===== src/rtl/instr_fetch_queue_if.sv =====
// ---------------------------------------------------------------------------
// instr_fetch_queue_if
//
// Bundles every handshake/bus signal of the fetch queue so the fetch unit and
// its surroundings (instruction memory, decode, branch resolution) connect
// through one port.
//
//   imem_req_valid / imem_req_ready / imem_req_addr : word fetch request
//   imem_rsp_valid / imem_rsp_data                  : in-order fetch response
//   instr_valid / instr_ready / instr_data / instr_pc : head entry to decode
//   redirect_valid / redirect_pc                    : taken branch / jump
//   queue_count                                     : occupied entries
//
// Modports:
//   master : the fetch queue itself
//   slave  : memory + datapath side
// ---------------------------------------------------------------------------
interface instr_fetch_queue_if #(
  parameter int DEPTH = 4
);
  localparam int CW = $clog2(DEPTH) + 1;

  logic          imem_req_valid;
  logic          imem_req_ready;
  logic [31:0]   imem_req_addr;
  logic          imem_rsp_valid;
  logic [31:0]   imem_rsp_data;
  logic          instr_valid;
  logic          instr_ready;
  logic [31:0]   instr_data;
  logic [31:0]   instr_pc;
  logic          redirect_valid;
  logic [31:0]   redirect_pc;
  logic [CW-1:0] queue_count;

  modport master (
    output imem_req_valid,
    output imem_req_addr,
    input  imem_req_ready,
    input  imem_rsp_valid,
    input  imem_rsp_data,
    output instr_valid,
    output instr_data,
    output instr_pc,
    input  instr_ready,
    input  redirect_valid,
    input  redirect_pc,
    output queue_count
  );

  modport slave (
    input  imem_req_valid,
    input  imem_req_addr,
    output imem_req_ready,
    output imem_rsp_valid,
    output imem_rsp_data,
    input  instr_valid,
    input  instr_data,
    input  instr_pc,
    output instr_ready,
    output redirect_valid,
    output redirect_pc,
    input  queue_count
  );
endinterface


===== src/rtl/instr_fetch_queue.sv =====
// ---------------------------------------------------------------------------
// instr_fetch_queue
//
// Fetch stage in front of the core datapath. Owns the fetch PC, issues
// in-order word requests to instruction memory, buffers the returned words
// together with their PCs in a DEPTH-entry FIFO and presents the head entry
// to decode. Taken branches/jumps flush the FIFO and every response still in
// flight is discarded before fetching resumes at the new target.
//
// Ports:
//   clk    : core clock, all state on the rising edge
//   reset  : asynchronous, active-low reset
//   bus    : instr_fetch_queue_if.master (memory request/response,
//            instruction output, redirect input, queue_count)
//
// Parameters:
//   DEPTH     : FIFO entries and maximum outstanding requests (power of two)
//   RESET_PC  : first fetch address after reset
//   NOP_INSTR : word shown on instr_data while the queue is empty
// ---------------------------------------------------------------------------
module instr_fetch_queue #(
  parameter int          DEPTH     = 4,
  parameter logic [31:0] RESET_PC  = 32'h0000_0000,
  parameter logic [31:0] NOP_INSTR = 32'h0000_0013
) (
  input logic                 clk,
  input logic                 reset,
  instr_fetch_queue_if.master bus
);

  localparam int PW = $clog2(DEPTH);
  localparam int CW = $clog2(DEPTH) + 1;

  localparam logic [CW-1:0] DEPTH_C  = CW'(DEPTH);
  localparam logic [CW:0]   DEPTH_C1 = (CW+1)'(DEPTH);

  localparam logic [0:0] ST_RUN   = 1'b0;
  localparam logic [0:0] ST_DRAIN = 1'b1;

  // Control state
  logic [0:0]    state_q,    state_d;
  logic          started_q,  started_d;
  logic [31:0]   fetch_pc_q, fetch_pc_d;
  logic [31:0]   rsp_pc_q,   rsp_pc_d;
  logic [31:0]   last_pc_q,  last_pc_d;
  logic [CW-1:0] out_q,      out_d;
  logic [CW-1:0] disc_q,     disc_d;
  logic [CW-1:0] count_q,    count_d;
  logic [PW-1:0] wr_ptr_q,   wr_ptr_d;
  logic [PW-1:0] rd_ptr_q,   rd_ptr_d;

  // FIFO storage; contents are only observed through count_q, so no reset
  logic [31:0]   fifo_data_q [DEPTH];
  logic [31:0]   fifo_pc_q   [DEPTH];

  logic [CW:0]   credit_sum;
  logic          credit_ok;
  logic          req_valid;
  logic          req_hs;
  logic          head_valid;
  logic          push;
  logic          pop;
  logic          redirect;
  logic [31:0]   redirect_tgt;
  logic [CW-1:0] out_after;

  assign redirect     = bus.redirect_valid;
  assign redirect_tgt = bus.redirect_pc & 32'hFFFF_FFFC;

  // Credit rule: every outstanding request owns a FIFO slot, so a response
  // can always be pushed. Built only from registered state so there is no
  // combinational path from instr_ready to imem_req_valid.
  assign credit_sum = {1'b0, count_q} + {1'b0, out_q};
  assign credit_ok  = credit_sum < DEPTH_C1;

  // started_q keeps the request line low until the first edge after reset.
  assign req_valid  = started_q && (state_q == ST_RUN) && !redirect && credit_ok;
  assign req_hs     = req_valid && bus.imem_req_ready;

  assign head_valid = (count_q != '0);

  // A flush wins over both the pop and the push of the same cycle.
  assign pop  = head_valid && bus.instr_ready && !redirect;
  assign push = bus.imem_rsp_valid && (disc_q == '0) && !redirect;

  // Outstanding count after this cycle's request and response
  assign out_after = out_q + CW'(req_hs) - CW'(bus.imem_rsp_valid);

  always_comb begin
    state_d    = state_q;
    started_d  = 1'b1;
    fetch_pc_d = fetch_pc_q;
    rsp_pc_d   = rsp_pc_q;
    last_pc_d  = last_pc_q;
    out_d      = out_after;
    disc_d     = disc_q;
    count_d    = count_q + CW'(push) - CW'(pop);
    wr_ptr_d   = wr_ptr_q + PW'(push);
    rd_ptr_d   = rd_ptr_q + PW'(pop);

    if (req_hs) begin
      fetch_pc_d = fetch_pc_q + 32'd4;
    end

    if (bus.imem_rsp_valid && (disc_q != '0)) begin
      disc_d = disc_q - CW'(1);
    end

    // rsp_pc_q is the PC of the next response that will be kept
    if (push) begin
      rsp_pc_d = rsp_pc_q + 32'd4;
    end

    if (pop) begin
      last_pc_d = fifo_pc_q[rd_ptr_q];
    end

    if ((state_q == ST_DRAIN) && (disc_d == '0)) begin
      state_d = ST_RUN;
    end

    // Every request still in flight after this edge belongs to the wrong
    // path; remember how many to drop before fetching resumes.
    if (redirect) begin
      count_d    = '0;
      wr_ptr_d   = wr_ptr_q;
      rd_ptr_d   = wr_ptr_q;
      fetch_pc_d = redirect_tgt;
      rsp_pc_d   = redirect_tgt;
      disc_d     = out_after;
      state_d    = (out_after != '0) ? ST_DRAIN : ST_RUN;
    end
  end

  always_ff @(posedge clk or negedge reset) begin
    if (!reset) begin
      state_q    <= ST_RUN;
      started_q  <= 1'b0;
      fetch_pc_q <= RESET_PC;
      rsp_pc_q   <= RESET_PC;
      last_pc_q  <= '0;
      out_q      <= '0;
      disc_q     <= '0;
      count_q    <= '0;
      wr_ptr_q   <= '0;
      rd_ptr_q   <= '0;
    end else begin
      state_q    <= state_d;
      started_q  <= started_d;
      fetch_pc_q <= fetch_pc_d;
      rsp_pc_q   <= rsp_pc_d;
      last_pc_q  <= last_pc_d;
      out_q      <= out_d;
      disc_q     <= disc_d;
      count_q    <= count_d;
      wr_ptr_q   <= wr_ptr_d;
      rd_ptr_q   <= rd_ptr_d;
    end
  end

  always_ff @(posedge clk) begin
    if (push) begin
      fifo_data_q[wr_ptr_q] <= bus.imem_rsp_data;
      fifo_pc_q[wr_ptr_q]   <= rsp_pc_q;
    end
  end

  assign bus.imem_req_valid = req_valid;
  assign bus.imem_req_addr  = fetch_pc_q;
  assign bus.instr_valid    = head_valid;
  assign bus.instr_data     = head_valid ? fifo_data_q[rd_ptr_q] : NOP_INSTR;
  assign bus.instr_pc       = head_valid ? fifo_pc_q[rd_ptr_q]   : last_pc_q;
  assign bus.queue_count    = count_q;

  // The credit rule must make FIFO overflow and stray responses impossible.
  a_no_overflow: assert property (@(posedge clk) disable iff (!reset)
    !(push && !pop && (count_q == DEPTH_C)));

  a_rsp_has_owner: assert property (@(posedge clk) disable iff (!reset)
    !(bus.imem_rsp_valid && (out_q == '0)));

endmodule


===== src/flat_wrapper.sv =====
// flat-port wrapper written by rule: the top's interface ports become plain ports
module instr_fetch_queue_flat 
#(
  parameter int          DEPTH     = 4,
  parameter logic [31:0] RESET_PC  = 32'h0000_0000,
  parameter logic [31:0] NOP_INSTR = 32'h0000_0013
)
  (clk, reset, bus_imem_req_valid, bus_imem_req_addr, bus_imem_req_ready, bus_imem_rsp_valid, bus_imem_rsp_data, bus_instr_valid, bus_instr_data, bus_instr_pc, bus_instr_ready, bus_redirect_valid, bus_redirect_pc, bus_queue_count);
  instr_fetch_queue_if #(.DEPTH(DEPTH)) bus_i ();
  input logic clk;
  input logic reset;
  output wire logic [$bits(bus_i.imem_req_valid)-1:0] bus_imem_req_valid;
  output wire logic [$bits(bus_i.imem_req_addr)-1:0] bus_imem_req_addr;
  input wire logic [$bits(bus_i.imem_req_ready)-1:0] bus_imem_req_ready;
  input wire logic [$bits(bus_i.imem_rsp_valid)-1:0] bus_imem_rsp_valid;
  input wire logic [$bits(bus_i.imem_rsp_data)-1:0] bus_imem_rsp_data;
  output wire logic [$bits(bus_i.instr_valid)-1:0] bus_instr_valid;
  output wire logic [$bits(bus_i.instr_data)-1:0] bus_instr_data;
  output wire logic [$bits(bus_i.instr_pc)-1:0] bus_instr_pc;
  input wire logic [$bits(bus_i.instr_ready)-1:0] bus_instr_ready;
  input wire logic [$bits(bus_i.redirect_valid)-1:0] bus_redirect_valid;
  input wire logic [$bits(bus_i.redirect_pc)-1:0] bus_redirect_pc;
  output wire logic [$bits(bus_i.queue_count)-1:0] bus_queue_count;
  assign bus_imem_req_valid = bus_i.imem_req_valid;
  assign bus_imem_req_addr = bus_i.imem_req_addr;
  assign bus_i.imem_req_ready = bus_imem_req_ready;
  assign bus_i.imem_rsp_valid = bus_imem_rsp_valid;
  assign bus_i.imem_rsp_data = bus_imem_rsp_data;
  assign bus_instr_valid = bus_i.instr_valid;
  assign bus_instr_data = bus_i.instr_data;
  assign bus_instr_pc = bus_i.instr_pc;
  assign bus_i.instr_ready = bus_instr_ready;
  assign bus_i.redirect_valid = bus_redirect_valid;
  assign bus_i.redirect_pc = bus_redirect_pc;
  assign bus_queue_count = bus_i.queue_count;
  instr_fetch_queue #(.DEPTH(DEPTH), .RESET_PC(RESET_PC), .NOP_INSTR(NOP_INSTR)) u_core (.clk(clk), .reset(reset), .bus(bus_i));
endmodule

===== config.mk =====
export PLATFORM = sky130hd
export DESIGN_NAME = instr_fetch_queue_flat
export DESIGN_NICKNAME = d
export VERILOG_FILES = /design/src/rtl/instr_fetch_queue_if.sv /design/src/rtl/instr_fetch_queue.sv /design/src/flat_wrapper.sv
export SDC_FILE = /design/constraint.sdc
export NUM_CORES = 1
export LEC_CHECK = 0
export CAP_MARGIN = 0
export CORE_UTILIZATION = 60
export DETAILED_ROUTE_END_ITERATION = 12
export PLACE_DENSITY = 0.88
export SYNTH_ARGS = -nofsm -noshare
export SYNTH_HDL_FRONTEND = slang
export SYNTH_SLANG_ARGS = --single-unit
export TNS_END_PERCENT = 30

===== constraint.sdc =====
create_clock -name clk -period 22 [get_ports clk]
set_clock_uncertainty 0.2 [all_clocks]
set_input_delay 4.4 -clock clk [delete_from_list [all_inputs] [get_ports clk]]
set_output_delay 4.4 -clock clk [all_outputs]
set_load 0.05 [all_outputs]

==> results.cfg, run 1 <==
[sta]
fin_hold_ws_ns = 0.304
worstMarginPinSlew_ns = 1.04
fin_setup_tns_ns = 0
final-setup-viol-count = 0
finalCritPeriodShare_pct = 47.0
drv_slew = 0
min_period_ns = 10.35
fmax_ghz = 0.0967
fin_ws_ns = 11.65
hold_viol = 0
rsz0062_at_grt = false
maxSlewHeadroom_pct = 30.8

[yosys]
ys_types = 55
netlist_area_um2 = 14900
yosysTopAreaCell = edfxtp_1
synth_mux_area_share_pct = 15.4
synth_top_family_by_area = multiplexers
synth-seq-cells = 353
synth_xor_area_share_pct = 2.64
syn_inst = 919
synth_edf_count = 248
synth_ff_type = edfxtp_1
yosys_warnings = 0
synthArstFlopShare_pct = 29.7
synthAdderAreaFrac_pct = 1.28
netlist.area_leader.share_pct = 49.9
avgSynthCellArea_um2 = 16.2
synth_area_leaders = edfxtp_1 50%, dfrtp_1 18%, mux4_2 9.4%
yosys.area_share.simple_pct = 8.13
ys_seq_area_share_pct = 67.6
synth_compound_area_share_pct = 3.03

[clocking]
post_cts_buffers = 0
path_clk_slew_ns = 0.06
cts_tree = built
cts_buffer_depth = 3
cts_resized = 0
htree_levels = 2
cts.hold.buffers_added = 0
clkSinkCount = 353
cts_buffers = 36
insertion_delay_ns = 0.51
cts_root_buf = clkbuf_16

[power_and_ir_drop]
irDropWorstVdd_v = 0.0000971
swShare_pct = 38.3
power_frac_comb_pct = 41.8
switchingPower_mw = 0.951
p_per_area_nw_per_um2 = 138
p_seq_share_pct = 34.7
p_leak_nw = 6.23
intPower_mw = 1.53
power_frac_clock_pct = 23.5

[floorplanning]
fp-row-count = 57
die_w_um = 160
start_util_pct = 61.3
placeableCoreArea_um2 = 24300
die-area_um2 = 25500
die_h_um = 160
io_pins = 171

[worst_setup_path]
crit_type = input pin to primary output
critPathMaxFanout = 3
crit_path_end_kind = primary output
r2r-start = u_core.bus.queue_count[2]
ff2ff_setup_slack_ns = 18.01
cp.arrival_ns = 5.75
r2r-end = u_core.state_q
reg2reg_depth = 9
setup.worst_path.start_class = input pin
cp-startpoint = bus_redirect_valid
cp.required_ns = 17.40
cp-endpoint = bus_imem_req_valid

[placed_design]
gp_congestion = 0.866
port_buffers = 164
hpwl_mm = 18.5
pre_cts_ws_ns = 11.66

[final_layout]
fill_cells = 1406
drive_above_1_share_pct = 20.2
layout.nets = 1175
antenna_cells = 0
area_delta_synth_final_pct = 20.8
utilization_pct = 74.1

[global_route]
gr-total-overflow = 0
antenna_found_initial = 0
grt_pass1_wl_mm = 48.9
grt_use_total_pct = 25.0
grt_pass1_vias = 8855
grt_max_degree = 64

[outcome]
status = completed

[routing]
dr.first_iter.drc_count = 716
wl_met1_mm = 13.2
wl_met3_mm = 1.81
finalWirelength_mm = 31.0
route.detailed.drc = 0
dr.max_layer_used = met4
via_per_inst = 6.06
drt_pass1_iterations = 5
met2_wirelength_mm = 15.5
detail-route-antenna-nets = 0
num_vias = 8751
wl_per_cell_um = 21.5

[flow_run]
max_cap_violations = 0

[min_path]
hp-class = flip-flop to flip-flop
## worst max-delay path, cell delays in order
cell             delay (ns)
buf_2                  0.12
nor4_2                 0.24
and3_1                 0.19
clkdlybuf4s50_1        0.79
## Yosys cell counts, types with 2 or more instances
master and instances:
conb_1 2, a31oi_1 6, nand2b_1 2, o311ai_0 4, clkbuf_1 29, xnor2_1 29, nand4_1 25, ha_1 12
o21ai_1 6, mux4_2 62, buf_1 3, mux2_2 77, nor3_1 13, nand3_1 30, xor2_1 16, o21ai_0 30
nand3_2 2, a211oi_1 2, nor2b_1 31, o211ai_1 9, a41oi_1 2, and4_1 3, or2_2 4, buf_4 6
inv_1 18, buf_2 8, fa_1 2, edfxtp_1 248, a21boi_1 2, nor3_2 2, a21oi_1 7, clkinv_1 2
nor4_1 3, and2_1 4, nand2_1 54, dfrtp_1 105, mux2i_1 2, nor2_1 23, and3_1 11, a21boi_0 2
or3_1 4, nor4_2 4
## worst min-delay path by stage
| stage | from | end | slack [ns] | cells past startpoint |
|---|---|---|---|---|
| 2_1_floorplan | u_core.last_pc_q[30] | u_core.last_pc_q[30] | 0.27 | 1 |
| 3_3_place_gp | u_core.last_pc_q[15] | u_core.last_pc_q[15] | 0.28 | 1 |
| 3_5_place_dp | u_core.last_pc_q[10] | u_core.last_pc_q[10] | 0.29 | 1 |
| 4_1_cts | u_core.last_pc_q[10] | u_core.last_pc_q[10] | 0.30 | 1 |
| 5_1_grt | u_core.last_pc_q[12] | u_core.last_pc_q[12] | 0.32 | 1 |
| 6_report | u_core.last_pc_q[10] | u_core.last_pc_q[10] | 0.30 | 1 |
## final cells by class
type | instances | area, µm² | area share [%]
Inverter | 21 | 78.8 | 0.438
Clock inverter | 17 | 156 | 0.868
Multi-Input combinational cell | 502 | 4580 | 25.4
Sequential cell | 353 | 10100 | 55.9
Clock buffer | 49 | 981 | 5.44
Timing Repair Buffer | 177 | 1730 | 9.61
Tap cell | 324 | 405 | 2.25
## sequential cells by signal (all words and copies together), names as in the netlist
register and flops:
u_core.rsp_pc_q 30, u_core.state_q 1, u_core.disc_q 3, u_core.started_q 1, u_core.rd_ptr_q 2, u_core.fifo_data_q 128, u_core.last_pc_q 30, u_core.fifo_pc_q 120
u_core.wr_ptr_q 2, u_core.out_q 3, u_core.bus.imem_req_addr 30, u_core.bus.queue_count 3
## cells in the final DEF (no fill, tap or decap), types with 9 or more instances in the layout
| cell | count |
|---|---|
| and3_1 | 10 |
| buf_4 | 14 |
| clkbuf_1 | 11 |
| clkbuf_16 | 37 |
| clkdlybuf4s50_1 | 162 |
| dfrtp_1 | 103 |
| edfxtp_1 | 248 |
| ha_1 | 12 |
| inv_1 | 18 |
| mux2_2 | 77 |
| mux4_2 | 62 |
| nand2_1 | 54 |
| nand3_1 | 30 |
| nand4_1 | 25 |
| nor2_1 | 22 |
| nor2b_1 | 31 |
| nor3_1 | 13 |
| o211ai_1 | 9 |
| o21ai_0 | 30 |
| xnor2_1 | 29 |
| xor2_1 | 16 |
## per-stage QoR
step,area (µm²),instances,power (mW)
floorplan,14900,922,1.59
global placement,16900,1377,1.89
detailed placement,16900,1377,1.91
CTS,18000,1443,2.50
global route,18000,1443,2.58
finish,18000,1443,2.49
## power groups by stage
stage                     registers (mW)  clock network (mW)  logic, mW
after global routing               0.873               0.621       1.09
after detailed placement           0.874                   0       1.04
after floorplan                    0.873                   0      0.721
after CTS                          0.863               0.594       1.05
final                              0.864               0.584       1.04
after global placement             0.867                   0       1.02
## per-layer routing
layer  up-vias  global-route usage [%]
met1      4512                    35.4
met3        44                    3.92
li1       3873                       -
met4         0                    7.21
met5         -                       0
met2       322                    40.9
## logic make-up after synthesis
kind of cell	Yosys count
XOR/XNOR	45
other	2
buffers and inverters	67
AO/OA/AOI/OAI	74
adder cells (fa/ha/maj)	14
flip-flops	353
multiplexers	142
AND/OR/NAND/NOR	222
No activity file was read; power rests on OpenSTA's default activity.
==> inputs of run 2 (changes only) <==
--- a/config.mk
+++ b/config.mk
@@ -6,9 +6,9 @@
 export NUM_CORES = 1
 export LEC_CHECK = 0
 export CAP_MARGIN = 0
-export CORE_UTILIZATION = 60
+export CORE_UTILIZATION = 51
 export DETAILED_ROUTE_END_ITERATION = 12
-export PLACE_DENSITY = 0.88
+export PLACE_DENSITY = 0.79
 export SYNTH_ARGS = -nofsm -noshare
 export SYNTH_HDL_FRONTEND = slang
 export SYNTH_SLANG_ARGS = --single-unit
==> constraint.sdc (replaced) <==
create_clock -name clk -period 9 [get_ports clk]
set_clock_uncertainty 0.2 [all_clocks]
set_input_delay 1.8 -clock clk [delete_from_list [all_inputs] [get_ports clk]]
set_output_delay 1.8 -clock clk [all_outputs]
set_load 0.05 [all_outputs]
==> run 2 against run 1 <==
  * Sequential share of layout area down 0.47 points
  * Worst hold slack lost 0.0042 ns
  * Register-to-register slack got worse by 13 ns
  * Sequential cell count unchanged
  * Via count is 1.5% lower
  * Wire length is 2.9% lower
  * Global-route usage shrank 4.6 points
  * Non-clock buffer count unchanged
  * Clock-buffer cell count is 3 higher
  * Total power is 150% higher
  * Critical path type is now flip-flop to primary output
==> results.cfg, run 2 (same netlist as run 1, synthesis figures left out) <==
[global_route]
grt_pass1_vias = 8792
grtUsageMet2_pct = 33.6
grt.busiest_layer = met2
met1_usage_pct = 28.6
grt_pass1_wl_mm = 47.9
grt_max_degree = 69
gr-total-overflow = 0
grt_use_total_pct = 20.4
antenna_found_initial = 0
grt_use_met3_pct = 3.03

[routing]
dr.first_iter.drc_count = 576
drt_pass1_iterations = 5
num_vias = 8617
detail-route-antenna-nets = 0
wl_per_cell_um = 20.0
via_per_inst = 5.73
route.detailed.drc = 0
finalWirelength_mm = 30.1

[worst_setup_path]
crit_type = flip-flop to primary output
cp-endpoint = bus_instr_pc[3]
cp.arrival_ns = 3.69
max_stage_delay_ns = 0.77
path_buf_inv = 2
cp-startpoint = u_core.rd_ptr_q[0]
crit_family = buffers and inverters
cp.required_ns = 7.00
crit_cells = 4
reg2reg_depth = 9
crit_path_end_kind = primary output
ff2ff_setup_slack_ns = 4.96
setup.worst_path.start_class = flip-flop
critPathMaxFanout = 38
path_cells = buf_4, mux4_2, mux2_2, clkdlybuf4s50_1
r2r-end = u_core.state_q
r2r-start = u_core.bus.queue_count[2]
cpMaxStageDelayCell = clkdlybuf4s50_1

[flow_run]
max_cap_violations = 0

[floorplanning]
die_w_um = 173
placeableCoreArea_um2 = 28700
die-area_um2 = 29900
die_h_um = 173
io_pins = 171
start_util_pct = 51.9
fp-row-count = 62

[final_layout]
fill_cells = 2055
final_area_um2 = 18200
utilization_pct = 63.3
final_cell_mix = 248 x edfxtp_1, 162 x clkdlybuf4s50_1, 103 x dfrtp_1, 77 x mux2_2, 62 x mux4_2
fin_cells = 1504
antenna_cells = 0
regMostFlops = u_core.fifo_data_q
layout.nets = 1176
top_regs = u_core.fifo_data_q (128), u_core.fifo_pc_q (120)
largest_reg_flops = 128
final_common_cell = edfxtp_1
drive_above_1_share_pct = 20.5
area_delta_synth_final_pct = 21.9

[placed_design]
hpwl_mm = 18.1
pre_cts_ws_ns = 3.61
placed_cells = 1437
placed_area_um2 = 17000
gp_congestion = 0.860
port_buffers = 164

[sta]
fin_setup_tns_ns = 0
drv_slew = 0
fin_hold_ws_ns = 0.300
maxSlewHeadroom_pct = 32.2
finalCritPeriodShare_pct = 63.2
rsz0062_at_grt = false
fin_ws_ns = 3.31
min_period_ns = 5.69
fmax_ghz = 0.176
final-setup-viol-count = 0
worstMarginPinSlew_ns = 1.01
hold_viol = 0

[clocking]
cts_buffer_depth = 3
path_clk_slew_ns = 0.06
cts_root_buf = clkbuf_16
cts_buffers = 37
clkSinkCount = 353
insertion_delay_ns = 0.52
post_cts_buffers = 0
cts.hold.buffers_added = 0
cts_tree = built
htree_levels = 2
cts_resized = 0

[power_and_ir_drop]
irDropWorstVdd_v = 0.000223
p_per_area_nw_per_um2 = 337
p_leak_nw = 6.29
total_power_mw = 6.12

[outcome]
status = completed

[min_path]
hp-class = flip-flop to flip-flop
[run 2: worst reg2reg max path, cell delays in order, from the launching register on]
cell,delay [ns]
dfrtp_1,0.45
ha_1,0.33
nor4_2,0.05
nand4_1,0.73
clkinv_1,0.83
ha_1,0.47
fa_1,0.38
xnor2_1,0.30
nor3_1,0.08
o22ai_1,0.15
[run 2: where the power goes]
part | internal, mW | leakage (nW) | switching, mW
sequential | 1.93 | 3.50 | 0.156
clock | 0.898 | 0.600 | 0.599
combinational | 0.988 | 2.19 | 1.55
total | 3.82 | 6.29 | 2.30
[run 2: worst min-delay path by stage]
stage	from	to	slack [ns]	depth (start not counted)
finish	u_core.last_pc_q[9]	u_core.last_pc_q[9]	0.30	1
global route	u_core.last_pc_q[31]	u_core.last_pc_q[31]	0.31	1
CTS	u_core.last_pc_q[31]	u_core.last_pc_q[31]	0.30	1
detailed placement	u_core.last_pc_q[31]	u_core.last_pc_q[31]	0.29	1
global placement	u_core.last_pc_q[17]	u_core.last_pc_q[17]	0.28	1
floorplan	u_core.last_pc_q[30]	u_core.last_pc_q[30]	0.27	1
[run 2: final cells by class]
cell class                 instances  area [µm²]  area share (%)
clock buffer                      52        1080            5.97
clock inverter                    15         123           0.675
inverter                          21        78.8           0.434
multi-input combinational        502        4590            25.3
sequential                       353       10100            55.5
tap                              384         480            2.64
timing repair buffer             177        1730            9.53
[run 2: layer usage]
layer / wire length [µm] / up-vias
met1: 13200 / 4385
met4: 560 / 0
li1: - / 3880
met2: 14600 / 312
met5: 0 / -
met3: 1740 / 40
